**config.mk**
```make
export PLATFORM = sky130hd
export DESIGN_NAME = lu_sweep_ctrl_flat
export DESIGN_NICKNAME = d
export VERILOG_FILES = /design/src/rtl/lu_sweep_ctrl_if.sv /design/src/rtl/lu_sweep_ctrl.sv /design/src/flat_wrapper.sv
export SDC_FILE = /design/constraint.sdc
export NUM_CORES = 1
export LEC_CHECK = 0
export CORE_ASPECT_RATIO = 0.75
export CORE_MARGIN = 1
export CORE_UTILIZATION = 40
export CTS_CLUSTER_SIZE = 24
export DETAILED_ROUTE_END_ITERATION = 8
export HOLD_SLACK_MARGIN = 0.08
export PLACE_DENSITY_LB_ADDON = 0.2
export SLEW_MARGIN = 20
export SYNTH_ARGS = -nofsm -noshare
export SYNTH_HDL_FRONTEND = slang
export SYNTH_SLANG_ARGS = --single-unit
export TNS_END_PERCENT = 1
```
**constraint.sdc**
```tcl
create_clock -name clk -period 2.2 [get_ports clk]
set_clock_uncertainty 0.05 [all_clocks]
set_input_delay 0.44 -clock clk [delete_from_list [all_inputs] [get_ports clk]]
set_output_delay 0.44 -clock clk [all_outputs]
set_load 0.01 [all_outputs]
```
**src/rtl/lu_sweep_ctrl_if.sv**
```systemverilog
// Signal bundle between the sweep controller, its requester and the logic unit.
// The master side is the controller; the slave side is the requester / logic unit.
interface lu_sweep_ctrl_if;
  logic        start;
  logic        r_in;
  logic        x;
  logic        y;
  logic [0:2]  key;
  logic        busy;
  logic        done;
  logic [31:0] truth_table;
  logic        mismatch;
  logic [5:0]  err_cnt;

  modport master (
    input  start, r_in,
    output x, y, key, busy, done, truth_table, mismatch, err_cnt
  );

  modport slave (
    output start, r_in,
    input  x, y, key, busy, done, truth_table, mismatch, err_cnt
  );
endinterface

```
**src/rtl/lu_sweep_ctrl.sv**
```systemverilog
// Sweeps every {key,x,y} vector of the selectable logic unit and packs the sampled results
// into a 32-bit truth table. Define LU_CHECK_EN to build the golden-model compare logic.
module lu_sweep_ctrl #(
  parameter int unsigned SETTLE = 1,
  parameter int unsigned KEY_LO = 0,
  parameter int unsigned KEY_HI = 7
) (
  input  logic            clk,
  input  logic            rst,
  lu_sweep_ctrl_if.master bus
);

  typedef enum logic [1:0] {
    ST_IDLE,
    ST_SETTLE,
    ST_SAMPLE,
    ST_DONE
  } state_t;

  localparam logic [4:0] V_FIRST  = 5'(KEY_LO * 4);
  localparam logic [4:0] V_LAST   = 5'(KEY_HI * 4 + 3);
  localparam logic [3:0] CNT_INIT = 4'(SETTLE - 1);

  state_t      state;
  state_t      state_nxt;
  logic [4:0]  v;
  logic [3:0]  cnt;
  logic [31:0] tbl;
  logic        load_first;
  logic        sample_en;
  logic        last_vec;

  assign last_vec = (v == V_LAST);

  always_ff @(posedge clk) begin
    if (rst) state <= ST_IDLE;
    else     state <= state_nxt;
  end

  always_comb begin
    state_nxt  = state;
    load_first = 1'b0;
    sample_en  = 1'b0;
    case (state)
      ST_IDLE: begin
        if (bus.start) begin
          load_first = 1'b1;
          state_nxt  = ST_SETTLE;
        end
      end
      ST_SETTLE: begin
        if (cnt == 4'd0) state_nxt = ST_SAMPLE;
      end
      ST_SAMPLE: begin
        sample_en = 1'b1;
        state_nxt = last_vec ? ST_DONE : ST_SETTLE;
      end
      ST_DONE: state_nxt = ST_IDLE;
      default: state_nxt = ST_IDLE;
    endcase
  end

  // Operands only move on the start-accept edge or the edge leaving SAMPLE, so they never glitch.
  always_ff @(posedge clk) begin
    if (rst) begin
      v   <= '0;
      cnt <= '0;
      tbl <= '0;
    end else if (load_first) begin
      v   <= V_FIRST;
      cnt <= CNT_INIT;
      tbl <= '0;
    end else if (state == ST_SETTLE && cnt != 4'd0) begin
      cnt <= cnt - 4'd1;
    end else if (sample_en) begin
      tbl[v] <= bus.r_in;
      if (!last_vec) begin
        v   <= v + 5'd1;
        cnt <= CNT_INIT;
      end
    end
  end

  assign bus.key         = v[4:2];
  assign bus.x           = v[1];
  assign bus.y           = v[0];
  assign bus.busy        = (state == ST_SETTLE) || (state == ST_SAMPLE);
  assign bus.done        = (state == ST_DONE);
  assign bus.truth_table = tbl;

`ifdef LU_CHECK_EN
  // Expected nibbles per key, indexed by {key,x,y} exactly like the truth table.
  localparam logic [31:0] GOLDEN = 32'h961E7853;

  logic       mismatch_q;
  logic [5:0] err_q;

  always_ff @(posedge clk) begin
    if (rst) begin
      mismatch_q <= 1'b0;
      err_q      <= '0;
    end else if (load_first) begin
      mismatch_q <= 1'b0;
      err_q      <= '0;
    end else if (sample_en && (bus.r_in != GOLDEN[v])) begin
      mismatch_q <= 1'b1;
      if (err_q != 6'd63) err_q <= err_q + 6'd1;
    end
  end

  assign bus.mismatch = mismatch_q;
  assign bus.err_cnt  = err_q;
`else
  assign bus.mismatch = 1'b0;
  assign bus.err_cnt  = '0;
`endif

endmodule

```
**src/flat_wrapper.sv**
```systemverilog
// flat-port wrapper written by rule: the top's interface ports become plain ports
module lu_sweep_ctrl_flat 
#(
  parameter int unsigned SETTLE = 1,
  parameter int unsigned KEY_LO = 0,
  parameter int unsigned KEY_HI = 7
)
  (clk, rst, bus_start, bus_r_in, bus_x, bus_y, bus_key, bus_busy, bus_done, bus_truth_table, bus_mismatch, bus_err_cnt);
  lu_sweep_ctrl_if bus_i ();
  input  logic clk;
  input  logic rst;
  input wire logic [$bits(bus_i.start)-1:0] bus_start;
  input wire logic [$bits(bus_i.r_in)-1:0] bus_r_in;
  output wire logic [$bits(bus_i.x)-1:0] bus_x;
  output wire logic [$bits(bus_i.y)-1:0] bus_y;
  output wire logic [$bits(bus_i.key)-1:0] bus_key;
  output wire logic [$bits(bus_i.busy)-1:0] bus_busy;
  output wire logic [$bits(bus_i.done)-1:0] bus_done;
  output wire logic [$bits(bus_i.truth_table)-1:0] bus_truth_table;
  output wire logic [$bits(bus_i.mismatch)-1:0] bus_mismatch;
  output wire logic [$bits(bus_i.err_cnt)-1:0] bus_err_cnt;
  assign bus_i.start = bus_start;
  assign bus_i.r_in = bus_r_in;
  assign bus_x = bus_i.x;
  assign bus_y = bus_i.y;
  assign bus_key = bus_i.key;
  assign bus_busy = bus_i.busy;
  assign bus_done = bus_i.done;
  assign bus_truth_table = bus_i.truth_table;
  assign bus_mismatch = bus_i.mismatch;
  assign bus_err_cnt = bus_i.err_cnt;
  lu_sweep_ctrl #(.SETTLE(SETTLE), .KEY_LO(KEY_LO), .KEY_HI(KEY_HI)) u_core (.clk(clk), .rst(rst), .bus(bus_i));
endmodule
```
# Yosys cells after proc, flatten, opt, wreduce, memory -nomap -nowiden
# Cells that the tools add are included.
word_totals:
  ff_bits: 43
  inputBits: 4
  wordCells: 42
op_classes:
  n_addsub: 2
  order_cmp: 2
  eq_ne: 7
  n_mux: 13
  bitwise_logic: 2
  n_reduce_logical: 12
ops:
  columns: ["operator", "n"]
  rows:
  - ["bitwise mux 32 bit", 1]
  - ["two-way mux 4 bit", 3]
  - ["one-hot mux 2 bit (4 select lines)", 1]
  - ["< comparator 5 x 6 -> 1 bit (second input constant)", 1]
  - ["two-way mux 2 bit", 3]
  - ["AND reduction 2 bit", 3]
  - ["adder 5 x 1 -> 5 bit (second input constant)", 1]
  - ["demux 1 bit (select 5 bit)", 1]
  - ["== test 5 bit (second input constant)", 1]
  - [">= comparator 5 x 1 -> 1 bit (second input constant)", 1]
  - ["== test 2 bit (second input constant)", 2]
  - ["zero test 4 bit", 1]
  - ["two-way mux 1 bit", 4]
  - ["!= test 2 bit (second input constant)", 2]
  - ["nonzero test 4 bit", 1]
  - ["subtractor 4 x 1 -> 4 bit (second input constant)", 1]
  - ["AND reduction 3 bit", 1]
  - ["== test 2 x 1 -> 1 bit (second input constant)", 1]
  - ["logical AND 1 bit", 2]
  - ["zero test 2 bit", 1]
  - ["!= test 2 x 1 -> 1 bit (second input constant)", 1]
  - ["inverter 1 bit", 2]
  - ["nonzero test 2 bit", 1]
  - ["OR reduction 2 bit", 1]
  - ["logical OR 1 bit", 1]

# Logic depth before layout (Yosys ltp)
logic_depth:
  word_depth: 5
  ltp_mapped: 7
  depth_no_buf: 6

# Worst setup path before layout
# Ideal clock, no wire load.
synth_path:
  path_kind: "register to register"
  startpoint: "reg u_core.v[3]"
  endpoint: "reg u_core.v[0]"
  setup_ns: 0.072
  arrival_time_ns: 1.679
  required_time_ns: 2.078
  setup_slack_ns: 0.399
  path_stages_with_launch: 8
  path_buffers: 2
  synth_period_minus_slack_ns: 1.801
  cell_sequence: "dfxtp_1 clkbuf_1 clkbuf_1 and3_1 ha_1 nand2b_1 a21oi_2 mux2i_1"
synth_between:
  elab_chain_len: 3
synth_rtl:
  columns: ["item", "line_no", "source"]
  rows:
  - ["start, declared", "lu_sweep_ctrl.sv:26", "logic [4:0] v;"]
  - ["start signal, assigned", "lu_sweep_ctrl.sv:78", "v <= v + 5'd1;"]
  - ["== test 5 bit", "lu_sweep_ctrl.sv:33", "assign last_vec = (v == V_LAST);"]
  - ["inverter 1 bit (no line)", null, null]
  - ["AND reduction 3 bit (no line)", null, null]
# Every way passes these cells.
# A chain may end at the register's enable or synchronous reset.

# Worst setup path in the final report
layout_path:
  startpoint: "reg u_core.state[0]"
  endpoint: "out bus_busy"
layout_between:
  elab_chain_len: 2
layout_rtl:
  columns: ["item", "line_no", "source"]
  rows:
  - ["start, declared", "lu_sweep_ctrl.sv:24", "state_t state;"]
  - ["start signal, assigned", "lu_sweep_ctrl.sv:37", "else state <= state_nxt;"]
  - ["== test 2 x 1 -> 1 bit or == test 2 bit (tied branches)", "lu_sweep_ctrl.sv:87", "assign bus.busy = (state == ST_SETTLE) || (state == ST_SAMPLE);"]
  - ["logical OR 1 bit (*)", "lu_sweep_ctrl.sv:87", null]
  - ["end, declared", "flat_wrapper.sv:17", "output wire logic [$bits(bus_i.busy)-1:0] bus_busy;"]
# Every way passes the cells marked *; elsewhere a longest branch is shown, timed or not.

==> out/results.txt <==
Status: finished clean
Drt wl/cell: 14.2 µm
DR DRC count: 0
Worst Tran Pin Value: 544 ps
Die width: 86.3 µm
Mapped Area: 2130 µm²
Vias: 1,914
Gr usage total: 20.0%
CTS Buffer Depth: 2
CTS Root Cell: clkbuf_8
Synth top area share: 40.4%
Number of synthesized flops with an enable pin: 0
Crit. Startpoint: u_core.state[0]
Unrepaired setup endpoints after global routing: no
Synth async-reset ratio: 0%
Area grow syn2layout: 25.8%
Final Wtd Congestion: 0.751
Final TNS setup: 0 ps
Synth area leader: dfxtp_1
Max Cap Viol: 0
RR Startpoint: u_core.v[0]
Final Hold Vio Count: 0
Crit share post-route: 96.1%
Largest net degree at the start of global routing: 37
Crit. End Element: output port
Number of DRC markers in iteration 0: 117
Hold Path Class: flop to flop
Min-Delay Path Depth: 2
CP Launch Type: flop
Worst path max stage delay: 520 ps
CP max-delay cell: clkdlybuf4s50_1
Area of the core: 5010 µm²
Post-Layout Cell Count: 366
Dpl cells: 358
Period minus WS final: 2120 ps
Port bufs: 42
Hold Startpoint: u_core.bus.truth_table[26]
Max Clock Freq: 0.473 GHz
Critical path's top delay family: buffers and inverters
Sequential-to-total area share from yosys stat: 40.4%
Main synth FF type: dfxtp_1
Worst IR drop on VDD: 0.354 mV
Area contributors post-synth: dfxtp_1, a21oi_1, nand3_1, o21ai_0, ha_1
CP Data Arrival Time: 1630 ps
CTS clock-pin slew for the worst setup and hold paths: 80 ps
# IOs: 50
Crit Reg-Reg Endpoint: u_core.v[1]
Synthesized flop and latch total: 43
Setup bufs post-CTS: 0
Critical Path, Cell by Cell: inv_1 -> ha_1 -> clkdlybuf4s50_1
Ant diodes: 0
Post-synthesis average cell area: 8.25 µm²
Synth Instances: 258
Synthesis warning total: 0
Die area: 5620 µm²
Total clock buffers created by CTS: 5
Min-Delay Endpoint: u_core.bus.truth_table[26]
Worst path buffer plus inverter count: 2
Cells on worst reg2reg path: 6
CTS sink cnt: 43
Final setup viols: 0
H-Tree Level Count: 2
Initial Utilization: 42.5%
Setup slack, reg-to-reg: 290 ps
Footprint of the multi-input gates: 1130 µm²
Slew HR: 63.7%
CP Max Fanout: 4
Share of cells above drive strength 1: 6.80%
WP data required: 1710 ps
Total grt overflow: 0
Nets: 309
Antenna violations before repair: 0
Library cells used by synthesis: 34
Power Dens Cells: 592 nW/µm²
CP Class: flop to output port
Dpl hpwl: 3.46 mm
Site Rows: 22
Die Y: 65.2 µm
Register Area: 863 µm²
CTS tree: yes
Layout fillers: 474
Routed WL: 5.20 mm
Worst skew pair latency: 300 ps
First-pass GRT wire length: 8.50 mm
Remaining antenna violation count: 0
Vias per cell: 5.23
Number of global-route vias before repair: 1,691
Lkg Pwr: 0.883 nW
Slew Viols, Final: 0
DR pass1 iterations: 4
[logic make-up after synthesis]
group           share of synthesized area, %
fa+ha+maj                               7.05
buf+inv                                 7.46
flops                                   40.4
mux                                     2.35
other cells                            0.176
compound gates                          21.2
simple gates                            21.4
[cell usage in the layout, fill, tap and decap left out, types with 2 or more instances in the layout]
cell type / n
clkdlybuf4s50_1: 42
dfxtp_1: 41
a21oi_1: 36
nand3_1: 35
o21ai_0: 34
nand2_1: 14
ha_1: 12
inv_1: 8
conb_1: 7
mux2i_1: 5
clkbuf_8: 5
buf_4: 5
nor3b_1: 4
nand2b_1: 4
a211oi_1: 4
and3b_1: 3
and2_1: 3
nand3b_1: 3
or3b_2: 3
or3_1: 3
and3_1: 2
nor3_1: 2
nor2b_1: 2
o211ai_1: 2
dfxtp_2: 2
[Yosys cell counts, types with 5 or more instances]
library cell	instances
a21oi_1	36
buf_4	8
clkbuf_1	16
dfxtp_1	43
ha_1	12
inv_1	8
mux2i_1	5
nand2_1	14
nand3_1	35
o21ai_0	34
[sequential cells by signal, summed over array words and instances (netlist names)]
| name | count |
|---|---|
| u_core.bus.truth_table | 32 |
| u_core.cnt | 4 |
| u_core.state | 2 |
| u_core.v | 5 |
[what timing repair did]
item	CTS	global route
endpoints found under the setup margin	0	2
gates resized for setup	0	2
hold endpoints to repair	0	0
hold buffers	0	0
[report_power, final]
part	internal [W]	leakage, nW	switching (W)
Combinational	0.000100	0.494	0.000174
Clock	0.000222	0.0412	0.000286
Sequential	0.000790	0.348	0.0000128
[worst max path at each step]
stage                             end  slack (ps)  depth (start not counted)
after floorplan           u_core.v[0]         400                          7
after global placement    u_core.v[1]         380                          6
after detailed placement  u_core.v[1]         330                          6
after CTS                    bus_busy          70                          3
after global routing         bus_busy           3                          3
final                        bus_busy          80                          3
[worst register-to-register path, delay by kind of cell, from the launching register on]
kind | cells | cell delay, ps
adder cells (fa/ha/maj) | 2 | 430
AO/OA/AOI/OAI | 1 | 370
flip-flops | 1 | 360
AND/OR/NAND/NOR | 2 | 390
multiplexers | 1 | 240
[through the flow]
step	util (%)	setup slack, ps	cell area (µm²)	hold slack (ps)	power [W]
5_1_grt	53.5	3.49	2680	454	0.00167
2_1_floorplan	-	399	2150	417	0.00101
3_3_place_gp	51.7	382	2590	415	0.00110
6_report	53.5	84.9	2680	428	0.00158
4_1_cts	53.4	69.7	2680	429	0.00159
3_5_place_dp	51.7	325	2590	417	0.00109
[area by class of cell]
cell class	count	share of cell area, %
multi-input combinational	187	42.3
sequential	43	32.2
timing repair buffer	48	17.8
tap	72	3.36
clock buffer	6	2.71
inverter	8	1.12
clock inverter	2	0.467
[routing by layer]
metal	GRT usage [%]	up-vias	share of wire, %
li1	-	970	-
met1	29.7	872	51
met2	27.8	65	40
met3	6.03	7	7.4
met4	5.21	0	1.4
met5	0	-	0
Power figures use the tool's default switching activity.
